### src/rtl/fetch_pkg.sv
// Shared types and defaults for the instruction-fetch stage.
// Optional interrupt entry is compiled in with `define INTERRUPT_EN.
// No logic here; consumers import fetch_pkg::*.
package fetch_pkg;

  localparam int WORD_W = 16;

  localparam logic [31:0] DEF_RST_VEC_ADDR = 32'd0;
`ifdef INTERRUPT_EN
  localparam logic [31:0] DEF_INT_VEC_ADDR = 32'd2;
`endif

  typedef enum logic [2:0] {
    VEC_HI,
    VEC_LO,
    RUN,
    IMM
`ifdef INTERRUPT_EN
    ,
    INT_HI,
    INT_LO
`endif
  } fetch_state_t;

endpackage

### src/rtl/vector_loader.sv
// Assembles a 32-bit PC from two consecutive 16-bit memory words (high word first).
// Latency: high word registered on capture_hi, loaded_pc valid combinationally in the next cycle.
// No backpressure: the caller only pulses capture_hi in a vector-high state, which never stalls.
module vector_loader
  import fetch_pkg::*;
#(
  parameter int ADDR_W = 32
) (
  input  logic              clk,
  input  logic              rst,
  input  logic              capture_hi,
  input  logic [WORD_W-1:0] word,
  output logic [ADDR_W-1:0] loaded_pc
);

  logic [WORD_W-1:0] vec_hi_q;

  // Hold the high half of the vector until the low half arrives.
  always_ff @(posedge clk) begin
    if (rst) begin
      vec_hi_q <= '0;
    end else if (capture_hi) begin
      vec_hi_q <= word;
    end
  end

  assign loaded_pc = ADDR_W'({vec_hi_q, word});

endmodule

### src/rtl/fetch_unit.sv
// Instruction fetch: owns the PC, loads it from the reset vector, applies stall/redirect, flags immediates.
// Latency: combinational word presentation from pc_q; PC updates once per unstalled clock.
// Stall holds everything in RUN/IMM (never in vector load); redirect overrides stall. Optional INTERRUPT_EN.
module fetch_unit
  import fetch_pkg::*;
#(
  parameter int                ADDR_W       = 32,
  parameter int                IMM_FLAG_BIT = 15,
  parameter logic [ADDR_W-1:0] RST_VEC_ADDR = ADDR_W'(DEF_RST_VEC_ADDR)
`ifdef INTERRUPT_EN
  ,
  parameter logic [ADDR_W-1:0] INT_VEC_ADDR = ADDR_W'(DEF_INT_VEC_ADDR)
`endif
) (
  input  logic              clk,
  input  logic              rst,
  input  logic              stall,
  input  logic              redirect,
  input  logic [ADDR_W-1:0] redirect_pc,
`ifdef INTERRUPT_EN
  input  logic              irq,
  output logic [ADDR_W-1:0] epc,
`endif
  output logic [ADDR_W-1:0] imem_addr,
  input  logic [WORD_W-1:0] imem_data,
  output logic [WORD_W-1:0] instruction,
  output logic [ADDR_W-1:0] pc,
  output logic [ADDR_W-1:0] next_pc,
  output logic              iam_bubble
);

  fetch_state_t      state_q, state_d;
  logic [ADDR_W-1:0] pc_q, pc_d;
  logic [ADDR_W-1:0] pc_inc;
  logic [ADDR_W-1:0] loaded_pc;
  logic              capture_hi;
`ifdef INTERRUPT_EN
  logic [ADDR_W-1:0] epc_q, epc_d;
`endif

  assign pc_inc    = pc_q + ADDR_W'(1);
  assign imem_addr = pc_q;
  assign pc        = pc_q;
  assign next_pc   = pc_inc;
`ifdef INTERRUPT_EN
  assign epc       = epc_q;
`endif

  // Reset and interrupt entry both use the same HI/LO assembly.
  vector_loader #(
    .ADDR_W(ADDR_W)
  ) u_vector_loader (
    .clk       (clk),
    .rst       (rst),
    .capture_hi(capture_hi),
    .word      (imem_data),
    .loaded_pc (loaded_pc)
  );

  // State, PC and saved exception PC registers.
  always_ff @(posedge clk) begin
    if (rst) begin
      state_q <= VEC_HI;
      pc_q    <= RST_VEC_ADDR;
`ifdef INTERRUPT_EN
      epc_q   <= '0;
`endif
    end else begin
      state_q <= state_d;
      pc_q    <= pc_d;
`ifdef INTERRUPT_EN
      epc_q   <= epc_d;
`endif
    end
  end

  // Next-state, next-PC and presented word; vector states emit bubbles and ignore stall/redirect.
  always_comb begin
    state_d     = state_q;
    pc_d        = pc_q;
    capture_hi  = 1'b0;
    instruction = '0;
    iam_bubble  = 1'b1;
`ifdef INTERRUPT_EN
    epc_d       = epc_q;
`endif
    case (state_q)
      VEC_HI: begin
        capture_hi = 1'b1;
        pc_d       = pc_inc;
        state_d    = VEC_LO;
      end
      VEC_LO: begin
        pc_d    = loaded_pc;
        state_d = RUN;
      end
      RUN: begin
        instruction = imem_data;
        iam_bubble  = 1'b0;
        if (redirect) begin
          pc_d    = redirect_pc;
          state_d = RUN;
        end else if (stall) begin
          pc_d    = pc_q;
          state_d = RUN;
`ifdef INTERRUPT_EN
        end else if (irq) begin
          // The current word is discarded and re-fetched after the handler returns to epc.
          instruction = '0;
          iam_bubble  = 1'b1;
          epc_d       = pc_q;
          pc_d        = INT_VEC_ADDR;
          state_d     = INT_HI;
`endif
        end else begin
          pc_d    = pc_inc;
          state_d = imem_data[IMM_FLAG_BIT] ? IMM : RUN;
        end
      end
      IMM: begin
        instruction = imem_data;
        iam_bubble  = 1'b1;
        if (redirect) begin
          pc_d    = redirect_pc;
          state_d = RUN;
        end else if (stall) begin
          pc_d    = pc_q;
          state_d = IMM;
        end else begin
          pc_d    = pc_inc;
          state_d = RUN;
        end
      end
`ifdef INTERRUPT_EN
      INT_HI: begin
        capture_hi = 1'b1;
        pc_d       = pc_inc;
        state_d    = INT_LO;
      end
      INT_LO: begin
        pc_d    = loaded_pc;
        state_d = RUN;
      end
`endif
      default: begin
        pc_d    = RST_VEC_ADDR;
        state_d = VEC_HI;
      end
    endcase
  end

endmodule

### config.mk
export PLATFORM = sky130hd
export DESIGN_NAME = fetch_unit
export DESIGN_NICKNAME = d
export VERILOG_FILES = /design/src/rtl/fetch_pkg.sv /design/src/rtl/vector_loader.sv /design/src/rtl/fetch_unit.sv
export SDC_FILE = /design/constraint.sdc
export NUM_CORES = 1
export LEC_CHECK = 0
export CAP_MARGIN = 25
export CORE_ASPECT_RATIO = 1.25
export CORE_UTILIZATION = 40
export DETAILED_ROUTE_END_ITERATION = 8
export GPL_ROUTABILITY_DRIVEN = 0
export GPL_TIMING_DRIVEN = 0
export MAX_ROUTING_LAYER = met4
export PLACE_DENSITY_LB_ADDON = 0.08
export SYNTH_ARGS = -nofsm -noshare
export SYNTH_HDL_FRONTEND = slang
export SYNTH_SLANG_ARGS = --single-unit
### constraint.sdc
create_clock -name clk -period 1.8 [get_ports clk]
set_clock_uncertainty 0.15 [all_clocks]
set_input_delay 0.27 -clock clk [delete_from_list [all_inputs] [get_ports clk]]
set_output_delay 0.27 -clock clk [all_outputs]
set_load 0.1 [all_outputs]
Word level (Yosys, flattened, before mapping). Index checks and enable logic that the tools add are counted.

Logic and storage cells: 22. Bits in registers: 51. Output and inout bits: 113. Input bits: 52.

$add $sub $neg: 1. Reductions and logical operators: 2. Equality and inequality tests: 4. Mux-type cells: 12.

Operators with widths (count): one-hot mux 32 bit (3 select lines) (1); two-way mux 32 bit (2); adder 32 x 1 -> 32 bit (second input constant) (1); two-way mux 16 bit (1); one-hot mux 2 bit (4 select lines) (1); two-way mux 1 bit (7); == test 3 x 2 -> 1 bit (second input constant) (2); == test 3 x 1 -> 1 bit (second input constant) (1); zero test 3 bit (1); inequality test 3 x 2 -> 1 bit (second input constant) (1); OR reduction 2 bit (1).

Longest topological paths before layout.
Word-level depth: 4. Gate-level depth with buffers: 8. Mapped depth without buffers: 6.

Modules after synthesis. Synthesis repeated with hierarchy kept, for this count alone.

Cells, all modules: 536. Area, all modules: 4062.6 sq um.

By module, submodules not included: fetch_unit (area each 3362.0 sq um, times used 1, cells an instance 468, seq. area each 680.7 sq um); vector_loader (area each 700.7 sq um, times used 1, cells an instance 68, seq. area each 320.3 sq um).

Least setup slack after synthesis. OpenSTA, ideal clock, no wires.

Path type: register to register. Start point: register pc_q[1] (netlist: imem_addr[1]). End point: register pc_q[14] (netlist: imem_addr[14]). Arrival: 3.943 ns. Stages on the path, launching flop included: 7. Required time: 1.562 ns. Setup time: 0.088 ns. Slack: -2.381 ns. Path buffers: 0. Period minus slack after synthesis: 4.181 ns. Cell sequence: dfxtp_1 ha_1 nand3_1 nor4_2 xor2_1 o21ai_0 a311oi_2.

Word-level cells in the longest chain between the ends: 4.

Ends and longest elaborated chain: start: declaration (RTL line fetch_unit.sv:33) `logic [ADDR_W-1:0] pc_q, pc_d;`; start signal: assignment (RTL line fetch_unit.sv:70) `pc_q <= pc_d;`; adder 32 x 1 -> 32 bit (*) (RTL line fetch_unit.sv:41) `assign pc_inc = pc_q + ADDR_W'(1);`; net next_pc[14] (RTL line fetch_unit.sv:28) `output logic [ADDR_W-1:0] next_pc,`; two-way mux 32 bit (RTL line fetch_unit.sv:103, fetch_unit.sv:126); two-way mux 32 bit (RTL line fetch_unit.sv:123) `if (redirect) begin`; one-hot mux 32 bit (3 select lines) (*) (RTL line fetch_unit.sv:87) `case (state_q)`.

The timed path passes the listed nets; every way through them passes the cells marked *. The select of a mux whose other input is x is not followed. A chain may end at the register's enable or synchronous reset.

Worst setup path in the final report.
Start point: register pc_q[10] (netlist: imem_addr[10]). End point: output port next_pc[16].

Word-level cells in the longest chain between the ends: 1.

Ends and longest elaborated chain (RTL line): adder 32 x 1 -> 32 bit (fetch_unit.sv:41); end: declaration (fetch_unit.sv:28).

Every way passes these cells.

==> results.md <==
* Final setup margin at -0.8140 ns
* 1st-iter DRT viols at 1297
* Crit end category: output port
* CP Max Fanout at 6
* Mapped Avg Cell Area at 7.574 um2
* Cell area after synthesis at 0.003961 mm2
* Sequential area share after synthesis at 25.27%
* Clock root buffer: clkbuf_16
* Setup TNS at -25.94 ns
* Outcome: finished, violations left
* Ys async rst share at 0%
* Pre-CTS WS at -1.792 ns
* Combinational family with the most area after synthesis: simple AND/OR/NAND/NOR gates
* Vias in the first global route at 6197
* Die ar. at 0.01031 mm2
* Worst hold stages at 2
* Cell area after placement at 0.006474 mm2
* Initial antenna violation count at 0
* Routed WL at 27560 um
* Final std cells w/o fill at 931
* Reg-to-reg endpoint: imem_addr[14]$_SDFFE_PP0P_
* Filler cells at 353
* Post-route ant nets at 0
* Top cells by area, synth: dfxtp_1 (25%), buf_4 (6.4%), nand2_1 (5.3%)
* Top_reg_cell synth: dfxtp_1
* CP Launch Type: register
* Drt drc at 56
* Crit path from: imem_addr[10]$_SDFFE_PP0P_
* Adder-cell share of the synthesized area at 0.3159%
* Starting Density at 41.22%
* Total power at 0.007458 W
* Leakage at 3.677 nW
* Clk sink count at 50
* Clk pin slew, worst setup/hold paths at 0.08 ns
* Max cap viols at 0
* H-tree depth reported by CTS at 2
* Global route overflow at 0
* Row count at 40
* Hold buffer count at CTS at 0
* Fin nets at 857
* Worst R2R Start: imem_addr[1]$_SDFFE_PP0P_
* Minimum clock period at 2.614 ns
* Die Y at 113.3 um
* Synth Area in XOR/XNOR at 4.422%
* First-pass detailed-route iteration total at 9
* RSZ-0062 raised after global routing: true
* Post-Place Cells at 812
* Max IR drop VDD at 0.7316 mV
* Largest net degree at the start of global routing at 17
* Yosys warnings at 0
* Number of synthesized flops with an enable pin at 0
* Global-route wire length before repair at 34520 um
* Core area at 0.009609 mm2
* Worst skew pair latency at 0.32 ns
* WL per Instance at 29.60 um
* Tot GR Track Use at 45.27%
* I/O Buffers at 163
* Gate Count Post-Synth at 523
* Share of layout cells above drive strength 1 at 60.12%
* Simple-gate share of the synthesized area at 30.39%
* CP Data Arrival Time at 2.19 ns
* Clock tree from TritonCTS: built
* WP data required at 1.38 ns
* Register bit count reported by yosys at 50
* Failing checks: design-rule violations, negative setup slack
* Pwr/cell area at 854.6 mW/mm2
* Final Hold Vio Count at 0
* Area growth syn-to-layout at 120.3%
* Area leader, netlist: dfxtp_1
* Netlist cell types at 71
* Post-route cell area at 0.008726 mm2
* Tcrit/Tclk final at 145.2%
* Post-DR vias/cell at 7.137
* Worst Hold Class: register to register
* HP Start: u_vector_loader.vec_hi_q[4]$_SDFFE_PP0P_
* Syn Nets at 576
* Number of I/O pins at 165
* Clk buf depth at 2
* Hold EP: u_vector_loader.vec_hi_q[4]$_SDFFE_PP0P_
* Number of inserted diodes at 0
* CTS Buf Count at 5
* Worst slew pin tran at 1.002 ns
* Chip width at 91.01 um
* Mux cell area share after synthesis at 3.411%
* Fmax at 0.3826 GHz
* R2R depth at 9
* Post-DP HPWL at 12280 um
* Vias at 6645
* Final Max Tran Viols at 0
* Finish-stage setup viols at 92
* Synth Area in Compound Gates at 24.79%
* Area share of the largest cell type after synthesis at 25.27%
* CP Class: register to output port
* Slew margin rel. at 33.05%
* Worst reg2reg setup slack at -0.45 ns
per-stage QoR:
step	utilization, %	hold WS (ns)
after floorplan	-	0.2506
after global placement	67.37	0.2890
after detailed placement	67.37	0.3009
after CTS	86.85	0.3105
after global routing	90.81	0.3485
final	90.81	0.3524
cells in the final DEF, fill, tap and decap left out, types with 9 or more instances in the layout:
master           netlist  layout
o21ai_0               23      14
nand2_1               56      49
nor2_1                42      37
dfxtp_1               50      16
nand3_4                0       9
dfxtp_4                0      28
clkbuf_16              0      11
nand2b_1              10      10
clkdlybuf4s15_2        0      27
clkdlybuf4s50_1        0      49
buf_12                 0      53
and2_4                 0      17
mux2i_1                9       9
buf_6                  1      31
buf_4                 34     125
xnor2_4                0       9
xor2_4                 0       9
a21oi_1               39      34
buf_2                 12      26
synthesized netlist by cell type, types with 2 or more instances:
cell type	instances
a211oi_1	4
a21oi_1	39
a221oi_1	3
a222oi_1	2
a22o_1	4
a311oi_1	8
a31oi_1	5
and2_1	18
and3_1	6
and4_1	3
buf_1	3
buf_2	12
buf_4	34
clkbuf_1	17
dfxtp_1	50
inv_1	11
mux2_2	4
mux2i_1	9
nand2_1	56
nand2b_1	10
nand3_1	16
nand4_1	7
nand4_4	4
nor2_1	42
nor2b_1	2
nor3_1	17
nor4_1	6
nor4_2	4
o211a_1	3
o211ai_1	5
o21a_1	7
o21ai_0	23
o21bai_1	3
o221a_1	2
o221ai_1	2
o22ai_1	9
o2bb2ai_1	2
o311ai_1	3
o31a_1	6
o31ai_1	2
or2_2	8
or3_1	5
xnor2_1	11
xor2_1	9
what timing repair did:
action	in CTS	in global routing
pin swaps	58	42
gates resized for setup	770	133
buffers inserted	84	35
setup endpoints to repair	147	115
cloned	3	0
routing by layer:
metal  global-route usage (%)  wire length [um]  up-vias
met3                    13.31              3907      377
li1                         -                 -     2445
met5                        -                 0        -
met4                    35.87              3320        0
met2                    71.92             12050      842
met1                    46.78              8278     2981
worst max-delay path, cell delays in order, from the launching register on:
cell and delay (ns):
dfxtp_4 0.40, and4_4 0.37, nand4_4 0.26, buf_6 0.22, nor3b_4 0.25, or2_4 0.19
buf_12 0.17
state kept, by name (all words and copies together), names as in the netlist:
name	flops
u_vector_loader.vec_hi_q	16
imem_addr	32
state_q	2
area by class of cell:
type / count / area (um2) / share of cell area, %
clock buffer: 7 / 175.2 / 2.007
multi-input combinational: 393 / 3575 / 40.97
tap: 126 / 157.7 / 1.807
buffer: 67 / 613.1 / 7.026
inverter: 12 / 71.32 / 0.8173
clock inverter: 1 / 8.758 / 0.1004
sequential: 50 / 1114 / 12.76
timing repair buffer: 275 / 3012 / 34.51
cells by family (layout without fill, tap and decap cells):
| logic type | count (synthesis) | count (layout) |
|---|---|---|
| DFF | 50 | 50 |
| xor gates and xnor gates | 20 | 20 |
| buffers and inverters | 80 | 362 |
| and+or+nand+nor | 216 | 216 |
| adders and majority gates | 1 | 1 |
| AOI/OAI and AO/OA | 143 | 143 |
| muxes | 13 | 13 |
report_power, final:
part	internal (W)	total (W)	switching (W)
sequential	0.00124	0.00146	0.000219
clock	0.000691	0.00123	0.000537
combinational	0.00155	0.00477	0.00322
worst max-delay path by stage:
stage,endpoint,slack (ns),cells after the start
floorplan,next_pc[24],-0.99,6
global route,next_pc[31],-0.85,6
finish,next_pc[16],-0.81,6
detailed placement,next_pc[24],-1.79,7
CTS,next_pc[26],-0.66,6
global placement,next_pc[24],-1.75,7
No activity file was read; power rests on OpenSTA's default activity.
